### src/rtl/regbank_hs.sv
// Parametrised register bank behind a valid/ready request/response handshake.
// Each register is RW, RO (hardware-driven) or W1C (sticky status with hardware set).
module regbank_hs #(
  parameter int                         DATA_W    = 32,
  parameter int                         NUM_REGS  = 8,
  parameter int                         ADDR_W    = 8,
  parameter logic [2*NUM_REGS-1:0]      MODE      = '0,
  parameter logic [NUM_REGS*DATA_W-1:0] RESET_VAL = '0
) (
  input  logic                         clk,
  input  logic                         rstn,
  input  logic                         req_valid,
  output logic                         req_ready,
  input  logic                         req_write,
  input  logic [ADDR_W-1:0]            req_addr,
  input  logic [DATA_W-1:0]            req_wdata,
  input  logic [DATA_W/8-1:0]          req_wstrb,
  output logic                         rsp_valid,
  input  logic                         rsp_ready,
  output logic [DATA_W-1:0]            rsp_rdata,
  output logic                         rsp_err,
  input  logic [NUM_REGS*DATA_W-1:0]   hw_ro_val,
  input  logic [NUM_REGS*DATA_W-1:0]   hw_set,
  output logic [NUM_REGS*DATA_W-1:0]   regs_out,
  output logic [NUM_REGS-1:0]          wr_pulse
);

  localparam int NB = DATA_W / 8;

  typedef enum logic [1:0] {
    MODE_RW  = 2'd0,
    MODE_RO  = 2'd1,
    MODE_W1C = 2'd2,
    MODE_RSV = 2'd3
  } mode_e;

  logic                             accept;
  logic                             in_range;
  logic [NUM_REGS-1:0]              sel;
  logic [NUM_REGS-1:0]              pulse_d;
  logic [DATA_W-1:0]                wmask;
  logic [DATA_W-1:0]                rd_val;
  logic [NUM_REGS-1:0][DATA_W-1:0]  rd_src;
  logic [NUM_REGS-1:0][DATA_W-1:0]  q_out;

  // One response slot: a new request fits when the slot is empty or draining now.
  assign req_ready = !rsp_valid || rsp_ready;
  assign accept    = req_valid && req_ready;
  // Extra bit keeps the compare correct when NUM_REGS == 2**ADDR_W.
  assign in_range  = ({1'b0, req_addr} < (ADDR_W+1)'(NUM_REGS));

  always_comb begin
    // NOTE: every combinational output gets a default first so no path leaves it unassigned (no latch).
    wmask = '0;
    for (int b = 0; b < NB; b++) begin
      wmask[8*b +: 8] = {8{req_wstrb[b]}};
    end
  end

  always_comb begin
    rd_val = '0;
    for (int i = 0; i < NUM_REGS; i++) begin
      sel[i] = in_range && (req_addr == ADDR_W'(i));
      if (sel[i]) rd_val = rd_src[i];
    end
  end

  for (genvar i = 0; i < NUM_REGS; i++) begin : g_reg
    localparam mode_e M = mode_e'(MODE[2*i +: 2]);
    logic wr_hit;
    assign wr_hit = accept && req_write && sel[i];

    if (M == MODE_RW) begin : g_rw
      logic [DATA_W-1:0] q;
      // NOTE: register contents are reset to RESET_VAL because software relies on defined power-up values.
      always_ff @(posedge clk or negedge rstn) begin
        if (!rstn)       q <= RESET_VAL[i*DATA_W +: DATA_W];
        else if (wr_hit) q <= (q & ~wmask) | (req_wdata & wmask);
      end
      assign rd_src[i]  = q;
      assign q_out[i]   = q;
      assign pulse_d[i] = wr_hit;
    end else if (M == MODE_W1C) begin : g_w1c
      logic [DATA_W-1:0] q;
      logic [DATA_W-1:0] clr;
      assign clr = wr_hit ? (req_wdata & wmask) : '0;
      // Set is applied after clear so a simultaneous hardware event is never lost.
      always_ff @(posedge clk or negedge rstn) begin
        if (!rstn) q <= RESET_VAL[i*DATA_W +: DATA_W];
        else       q <= (q & ~clr) | hw_set[i*DATA_W +: DATA_W];
      end
      assign rd_src[i]  = q;
      assign q_out[i]   = q;
      assign pulse_d[i] = wr_hit;
    end else begin : g_ro
      assign rd_src[i]  = hw_ro_val[i*DATA_W +: DATA_W];
      assign q_out[i]   = '0;
      assign pulse_d[i] = 1'b0;
    end
  end

  assign regs_out = q_out;

  always_ff @(posedge clk or negedge rstn) begin
    if (!rstn) begin
      rsp_valid <= 1'b0;
      rsp_rdata <= '0;
      rsp_err   <= 1'b0;
      wr_pulse  <= '0;
    end else begin
      // NOTE: sequential state uses non-blocking assignments so all flops update from pre-edge values.
      wr_pulse <= pulse_d;
      if (accept) begin
        rsp_valid <= 1'b1;
        rsp_rdata <= req_write ? '0 : rd_val;
        rsp_err   <= !in_range;
      end else if (rsp_ready) begin
        rsp_valid <= 1'b0;
      end
    end
  end

endmodule
### config.mk
export PLATFORM = sky130hd
export DESIGN_NAME = regbank_hs
export DESIGN_NICKNAME = d
export VERILOG_FILES = /design/src/rtl/regbank_hs.sv
export SDC_FILE = /design/constraint.sdc
export NUM_CORES = 1
export LEC_CHECK = 0
export CAP_MARGIN = 40
export CORE_AREA = 2 2 337 339
export CTS_BUF_LIST = sky130_fd_sc_hd__clkbuf_8
export CTS_CLUSTER_SIZE = 28
export DETAILED_ROUTE_END_ITERATION = 12
export DIE_AREA = 0 0 339 341
export PLACE_DENSITY = 0.34
export SYNTH_ARGS = -nofsm -noshare
export SYNTH_HDL_FRONTEND = slang
export SYNTH_SLANG_ARGS = --single-unit
### constraint.sdc
create_clock -name clk -period 3.1 [get_ports clk]
set_input_delay 0.775 -clock clk [delete_from_list [all_inputs] [get_ports clk]]
set_output_delay 0.775 -clock clk [all_outputs]
set_load 0.05 [all_outputs]
==> impl_summary.txt, run 1 <==
----------------------------------------------------
[Yosys]
  Number of flops mapped to enable cells by yosys ... 0
  Primary FF master, synth ... sky130_fd_sc_hd__dfrtp_1
  Syn Nets ... 1,654
  Async set-or-reset flop fraction in the synthesized netlist ... 100%
  Post-synthesis cell count ... 1,093
  Cell area after technology mapping ... 13,700 um^2
  Yosys cell types ... 47
  Share of the synthesized area in the top cell type ... 54.3%
  Cell taking the most area after synthesis ... sky130_fd_sc_hd__dfrtp_1
  Register area share after synthesis ... 54.3%
  Warnings, synthesis ... 0
  Most frequently used cell type in the post-synthesis netlist ... sky130_fd_sc_hd__dfrtp_1
  Mean area per synthesized cell ... 12.6 um^2
  Top cell types by occurrence after synthesis ... 298 x sky130_fd_sc_hd__dfrtp_1, 283 x sky130_fd_sc_hd__mux2_2, 102 x sky130_fd_sc_hd__o21ai_0
  Register bit total from synthesis ... 298
  Area contributors post-synth ... sky130_fd_sc_hd__dfrtp_1 54%, sky130_fd_sc_hd__mux2_2 23%, sky130_fd_sc_hd__o21ai_0 3.7%

[Power]
  Peak supply drop ... 0.292 mV
  Leakage power of the design ... 9.28 nW
  Power per cell area ... 428 nW/um^2

[Global route]
  Via count of the first global-routing pass ... 12,300
  GR Overflow Total ... 0
  Gr usage total ... 13.1%
  Global-route wire length before repair ... 106,000 um
  Initial antenna violation count ... 17
  Pin count of the biggest net entering global routing ... 78

[Place]
  Standard cell area after detailed placement ... 20,200 um^2
  Gp weighted congestion ... 0.778
  Pre-CTS worst setup slack ... -0.357 ns
  Number of I/O port buffers ... 347
  Final HPWL DP ... 58,500 um

[Detailed routing]
  Remaining antenna violation count after routing ... 0
  Top layer reached by signal wires ... met5
  Met3 Routed Length ... 8710 um
  Via density per instance ... 3.64
  Detailed-route via count ... 11,300
  First-iteration detailed-routing DRC count ... 519
  Average detailed-routed wire length per instance ... 24.9 um
  Drt first pass iters ... 5
  Met1 Wirelength ... 31,900 um
  Met2 wire length ... 34,500 um
  DR DRC count ... 0
  Sum of routed wire length over all layers ... 77,300 um

[Worst setup path]
  Startpoint type of the worst setup path ... flip-flop
  Maximum fanout along the worst path ... 2
  Kind of capture point of the worst setup path ... output port
  Worst-path cell with the longest stage delay ... sky130_fd_sc_hd__clkdlybuf4s50_1
  Longest individual stage delay on the worst path ... 1.04 ns
  Critical path start-end classification ... flip-flop to output port
  Worst flop-to-flop path endpoint ... rsp_rdata[6]
  Required @ worst endpoint ... 2.32 ns
  List of cells traversed by the critical path ... clkdlybuf4s50_1
  Buffers & Inverters on Critical Path ... 1
  Critical Path AT ... 2.11 ns
  First element of the critical path ... rsp_rdata[4]
  Largest delay share family, worst path ... buffers and inverters
  Worst reg-to-reg path cell count ... 6
  Worst reg2reg startpoint ... rsp_valid
  R2r setup slk ... 0.80 ns

[Timing]
  Clk_skew ... 0.0549 ns
  Hold_ws ... 0.100 ns
  Worst rel slew slack ... 43.9%
  Total negative slack ... 0 ns
  Final Setup Violations ... 0
  Fin crit share ... 93.2%
  PnR worst setup slack ... 0.212 ns
  Peak Freq ... 0.346 GHz
  Endpoints failing hold ... 0
  Count of final max-slew check failures ... 0
  Unrepaired setup endpoints after global routing ... no
  Transition time at the pin with the least slew margin ... 0.838 ns
  Final period demand of the worst path ... 2.89 ns

[Floorplan]
  Overall die area ... 116,000 um^2
  Chip Width ... 339 um
  Starting utilization of the core area ... 12.3%
  Core outline area ... 112,000 um^2
  FP Rows ... 123
  I/O pin count ... 860
  Vertical die dimension ... 341 um

[Clock tree]
  Number of H-tree levels ... 2
  Root Driver ... sky130_fd_sc_hd__clkbuf_8
  TritonCTS buffer count ... 61
  Post-CTS sizing ... 0
  Buffers inserted by post-CTS timing repair ... 0
  Number of clock sinks ... 298
  Cts hold-fix bufs ... 0
  Maximum count of clock buffers along a single path ... 3
  Clock tree from TritonCTS ... built
  Clock latency on the worst-skew pair ... 0.74 ns
  CTS clock-pin slew for the worst setup and hold paths ... 0.07 ns

[Min path]
  Class of the tightest hold or removal check ... input pin to async pin

[Job]
  Max-cap check violation count ... 0

[Status]
  Run status ... completed

[Cells and area]
  Final cell area excluding filler cells ... 21,500 um^2
  Final core utilization ... 19.2%
  Share of layout cells above drive strength 1 ... 34.4%
  Post-layout net count ... 2,113
  Area Overhead vs Synth ... 56.5%

----------------------------------------------------
layout by cell type, fill, tap and decap left out, types with 16 or more instances in the layout:
cell / Yosys / routed
sky130_fd_sc_hd__clkbuf_8: 0 / 72
sky130_fd_sc_hd__clkdlybuf4s50_1: 0 / 329
sky130_fd_sc_hd__o21ai_0: 102 / 102
sky130_fd_sc_hd__o31a_1: 19 / 19
sky130_fd_sc_hd__nor2_1: 34 / 34
sky130_fd_sc_hd__a21oi_1: 35 / 35
sky130_fd_sc_hd__a31oi_1: 16 / 16
sky130_fd_sc_hd__buf_12: 0 / 45
sky130_fd_sc_hd__a221o_1: 20 / 20
sky130_fd_sc_hd__dfrtp_1: 298 / 298
sky130_fd_sc_hd__inv_1: 5 / 28
sky130_fd_sc_hd__mux2_2: 283 / 283
sky130_fd_sc_hd__nand2_1: 52 / 51
sky130_fd_sc_hd__buf_4: 0 / 87
layout make-up:
class	instances	area (um^2)
repair buffers	462	4860
multi-input cells	723	6000
flip-flops and latches	298	7460
inverters	6	22.5
clock inverters	37	265
well taps	1500	1880
diodes	5	12.5
fillers	12200	90400
clock buffers	72	991
through the flow:
| step | power, W | std cells |
|---|---|---|
| CTS | 0.00941 | 3098 |
| finish | 0.00920 | 3103 |
| global placement | 0.00494 | 2989 |
| floorplan | 0.00440 | 1093 |
| global route | 0.00961 | 3102 |
| detailed placement | 0.00495 | 2989 |
power breakdown:
part | internal [W] | switching, W | total, W
logic | 0.000287 | 0.000601 | 0.000887
clock network | 0.00236 | 0.00198 | 0.00434
registers | 0.00393 | 0.0000380 | 0.00397
total | 0.00658 | 0.00262 | 0.00920
worst max path at each step:
stage                          endpoint  depth (start not counted)
final                      rsp_rdata[4]                          1
after global routing       rsp_rdata[4]                          1
after CTS                  regs_out[99]                          1
after detailed placement  rsp_rdata[23]                          7
after global placement    rsp_rdata[15]                          7
after floorplan               flip-flop                          6
kinds of logic after synthesis:
logic type	share of synthesized area, %
multiplexers	24.5
AND/OR/NAND/NOR	7.29
buffers and inverters	2.19
flip-flops	54.3
AO/OA/AOI/OAI	11.7
routing by layer:
layer,global-route usage (%),up-vias
met3,6.61,104
met5,0,-
met2,20.4,418
li1,-,4981
met1,15.7,5775
met4,3.81,14
(Power assumes the default switching activity.)
==> run 2, diff against run 1 <==
==> config.mk (replaced) <==
export PLATFORM = sky130hd
export DESIGN_NAME = regbank_hs
export DESIGN_NICKNAME = d
export VERILOG_FILES = /design/src/rtl/regbank_hs.sv
export SDC_FILE = /design/constraint.sdc
export NUM_CORES = 1
export LEC_CHECK = 0
export ABC_AREA = 1
export CAP_MARGIN = 40
export CORE_AREA = 2 2 333 335
export CTS_BUF_LIST = sky130_fd_sc_hd__clkbuf_8
export CTS_CLUSTER_SIZE = 28
export DETAILED_ROUTE_END_ITERATION = 12
export DIE_AREA = 0 0 335 337
export PLACE_DENSITY = 0.33
export SYNTH_ARGS = -nofsm -noshare
export SYNTH_HDL_FRONTEND = slang
export SYNTH_SLANG_ARGS = --single-unit
==> impl_summary.txt, run 2 <==
----------------------------------------------------
[Yosys]
  Mean area per synthesized cell ... 8.33 um^2 (-34%)
  Register bit total from synthesis ... 298 (unchanged)
  Area contributors post-synth ... sky130_fd_sc_hd__dfrtp_1 57%, sky130_fd_sc_hd__nand2_1 16%, sky130_fd_sc_hd__o21ai_0 7.1%
  Top cell types by occurrence after synthesis ... 571 x sky130_fd_sc_hd__nand2_1, 298 x sky130_fd_sc_hd__dfrtp_1, 185 x sky130_fd_sc_hd__o21ai_0
  Warnings, synthesis ... 0 (unchanged)
  Primary FF master, synth ... sky130_fd_sc_hd__dfrtp_1
  Cell area after technology mapping ... 13,100 um^2 (-4.7%)
  Most frequently used cell type in the post-synthesis netlist ... sky130_fd_sc_hd__nand2_1
  Post-synthesis cell count ... 1,572 (+44%)
  Yosys cell types ... 28 (-40%)
  Share of the synthesized area in the top cell type ... 56.9% (+2.7 points)
  Register area share after synthesis ... 56.9% (+2.7 points)
  Syn Nets ... 2,133 (+29%)
  Number of flops mapped to enable cells by yosys ... 0 (unchanged)
  Cell taking the most area after synthesis ... sky130_fd_sc_hd__dfrtp_1
  Async set-or-reset flop fraction in the synthesized netlist ... 100% (unchanged)

[Timing]
  Clk_skew ... 0.0484 ns (-0.00657 ns)
  Transition time at the pin with the least slew margin ... 0.792 ns (-0.0467 ns)
  Worst rel slew slack ... 47.1% (+3.1 points)
  Count of final max-slew check failures ... 0 (unchanged)
  Final period demand of the worst path ... 2.87 ns (-0.0167 ns)
  Fin crit share ... 92.6% (-0.54 points)
  Endpoints failing hold ... 0 (unchanged)
  Hold_ws ... 0.485 ns (+0.384 ns)
  Final Setup Violations ... 0 (unchanged)
  Unrepaired setup endpoints after global routing ... no
  Peak Freq ... 0.348 GHz (+0.58%)

[Worst setup path]
  Number of stages on the worst setup path ... 1 (unchanged)
  Startpoint type of the worst setup path ... flip-flop
  Largest delay share family, worst path ... buffers and inverters
  Maximum fanout along the worst path ... 3 (+1)
  Critical path start-end classification ... flip-flop to output port
  Required @ worst endpoint ... 2.32 ns (about the same)
  Worst reg-to-reg path cell count ... 9 (+3)
  Critical Path AT ... 2.10 ns (about the same)
  Worst-path cell with the longest stage delay ... sky130_fd_sc_hd__clkdlybuf4s50_1
  Buffers & Inverters on Critical Path ... 1 (unchanged)
  List of cells traversed by the critical path ... clkdlybuf4s50_1
  Kind of capture point of the worst setup path ... output port
  Longest individual stage delay on the worst path ... 1.02 ns (-0.02 ns)
  R2r setup slk ... 0.97 ns (+0.17 ns)

[Power]
  Leakage power of the design ... 8.92 nW (-3.9%)
  Power, Total ... 0.00871 W (-5.3%)
  Power per cell area ... 433 nW/um^2 (+1.3%)
  Peak supply drop ... 0.296 mV (+1.5%)

[Floorplan]
  Core outline area ... 110,000 um^2 (-2.0%)
  Chip Width ... 335 um (-1.2%)
  I/O pin count ... 860 (unchanged)
  Vertical die dimension ... 337 um (-1.2%)
  Overall die area ... 113,000 um^2 (-2.3%)
  FP Rows ... 122 (-0.81%)
  Starting utilization of the core area ... 11.9% (-0.33 points)

[Global route]
  Gr usage total ... 13.3% (+0.20 points)
  Global-route wire length before repair ... 105,000 um (-0.83%)
  Via count of the first global-routing pass ... 13,000 (+5.6%)
  Pin count of the biggest net entering global routing ... 67 (-14%)
  Initial antenna violation count ... 15 (-2)
  GR Overflow Total ... 0 (unchanged)

[Detailed routing]
  Detailed-route via count ... 12,600 (+11%)
  Average detailed-routed wire length per instance ... 21.9 um (-12%)
  Remaining antenna violation count after routing ... 0 (unchanged)
  Drt first pass iters ... 7 (+2)
  First-iteration detailed-routing DRC count ... 719 (+39%)
  Sum of routed wire length over all layers ... 76,300 um (-1.3%)
  DR DRC count ... 0 (unchanged)
  Via density per instance ... 3.62 (-0.57%)

[Clock tree]
  Number of H-tree levels ... 2 (unchanged)
  CTS clock-pin slew for the worst setup and hold paths ... 0.06 ns (about the same)
  Maximum count of clock buffers along a single path ... 3 (unchanged)
  Root Driver ... sky130_fd_sc_hd__clkbuf_8
  Clock latency on the worst-skew pair ... 0.70 ns (-0.04 ns)
  Number of clock sinks ... 298 (unchanged)
  TritonCTS buffer count ... 60 (-1.6%)
  Post-CTS sizing ... 0 (unchanged)
  Clock tree from TritonCTS ... built

[Cells and area]
  Fill cells ... 12,300 (+0.80%)
  Share of layout cells above drive strength 1 ... 11.8% (-23 points)
  Most used cells in the layout excluding fill and tap cells ... 571 x sky130_fd_sc_hd__nand2_1, 337 x sky130_fd_sc_hd__clkdlybuf4s50_1, 298 x sky130_fd_sc_hd__dfrtp_1
  Non-filler cells in the finished layout ... 3,476 (+12%)
  Commonest non-fill, non-tap cell in the layout ... sky130_fd_sc_hd__nand2_1
  Area Overhead vs Synth ... 53.5%
  Final core utilization ... 18.3% (-0.86 points)
  Post-layout net count ... 2,563 (+21%)
  Final cell area excluding filler cells ... 20,100 um^2 (-6.5%)

[Place]
  Standard cell area after detailed placement ... 18,900 um^2 (-6.4%)
  Gp weighted congestion ... 0.804 (+3.3%)
  DP Cell Count ... 3,365 (+13%)
  Final HPWL DP ... 59,500 um (+1.7%)
  Number of I/O port buffers ... 347 (unchanged)

[Job]
  Max-cap check violation count ... 0 (unchanged)

[Status]
  Run status ... completed

[Min path]
  Depth of the worst hold-timing path ... 2
  Class of the tightest hold or removal check ... flip-flop to flip-flop

----------------------------------------------------
## run 2: cell count changes after synthesis, moves of 24 or more
cell / before / now
sky130_fd_sc_hd__mux2_2: 283 / 0
sky130_fd_sc_hd__clkbuf_1: 54 / 30
sky130_fd_sc_hd__inv_1: 5 / 116
sky130_fd_sc_hd__nor2_1: 34 / 58
sky130_fd_sc_hd__o21ai_1: 1 / 109
sky130_fd_sc_hd__o21ai_0: 102 / 185
sky130_fd_sc_hd__nand2_1: 52 / 571
sky130_fd_sc_hd__nand3_1: 4 / 50
## run 2: routing by layer
layer	up-vias	GRT usage, %	wire length (um)	share of wire, %
met5	-	0	42	0.055
met1	6108	16.0	31900	42
met4	6	4.02	2230	2.9
met2	426	21.1	34200	45
li1	5929	-	-	-
met3	108	6.14	7890	10
## run 2: path summary, 6_finish.rpt
kind                                    start       endpoint
min in group asynchronous                rstn      async pin
worst max-delay path                flip-flop   regs_out[77]
worst max register to register      rsp_valid      flip-flop
max in group asynchronous                rstn      async pin
worst min-delay path            rsp_rdata[16]  rsp_rdata[16]
worst min register to register  rsp_rdata[16]  rsp_rdata[16]
## run 2: layout make-up
cell class / instances / area (um^2) / area share (%)
Sequential cell: 298 / 7460 / 37.1
Clock inverter: 32 / 174 / 0.865
Clock buffer: 70 / 963 / 4.79
Tap cell: 1426 / 1780 / 8.87
Multi-Input combinational cell: 1081 / 4870 / 24.2
Antenna cell: 8 / 20.0 / 0.0996
Inverter: 125 / 472 / 2.35
Timing Repair Buffer: 436 / 4360 / 21.7
## run 2: logic make-up after synthesis
family	count (synthesis)	synth area share, %
flops	298	56.9
buf+inv	193	6.02
simple gates	755	24.6
compound gates	326	12.5
## run 2: metrics by stage
step	setup slack (ns)	setup TNS (ns)
after detailed placement	-0.0713	-0.861
after CTS	0.109	0
after global placement	-0.0647	-0.397
after floorplan	0.777	0
final	0.228	0
after global routing	0.115	0
## run 2: what timing repair did
action	4_1_cts	5_1_grt
hold buffers	1	0
endpoints found under the hold margin	11	0
buffers inserted	0	0
## run 2: where the power goes
group / total, W / internal [W] / switching (W)
combinational: 0.000671 / 0.000188 / 0.000482
sequential: 0.00398 / 0.00394 / 0.0000436
clock: 0.00406 / 0.00212 / 0.00194
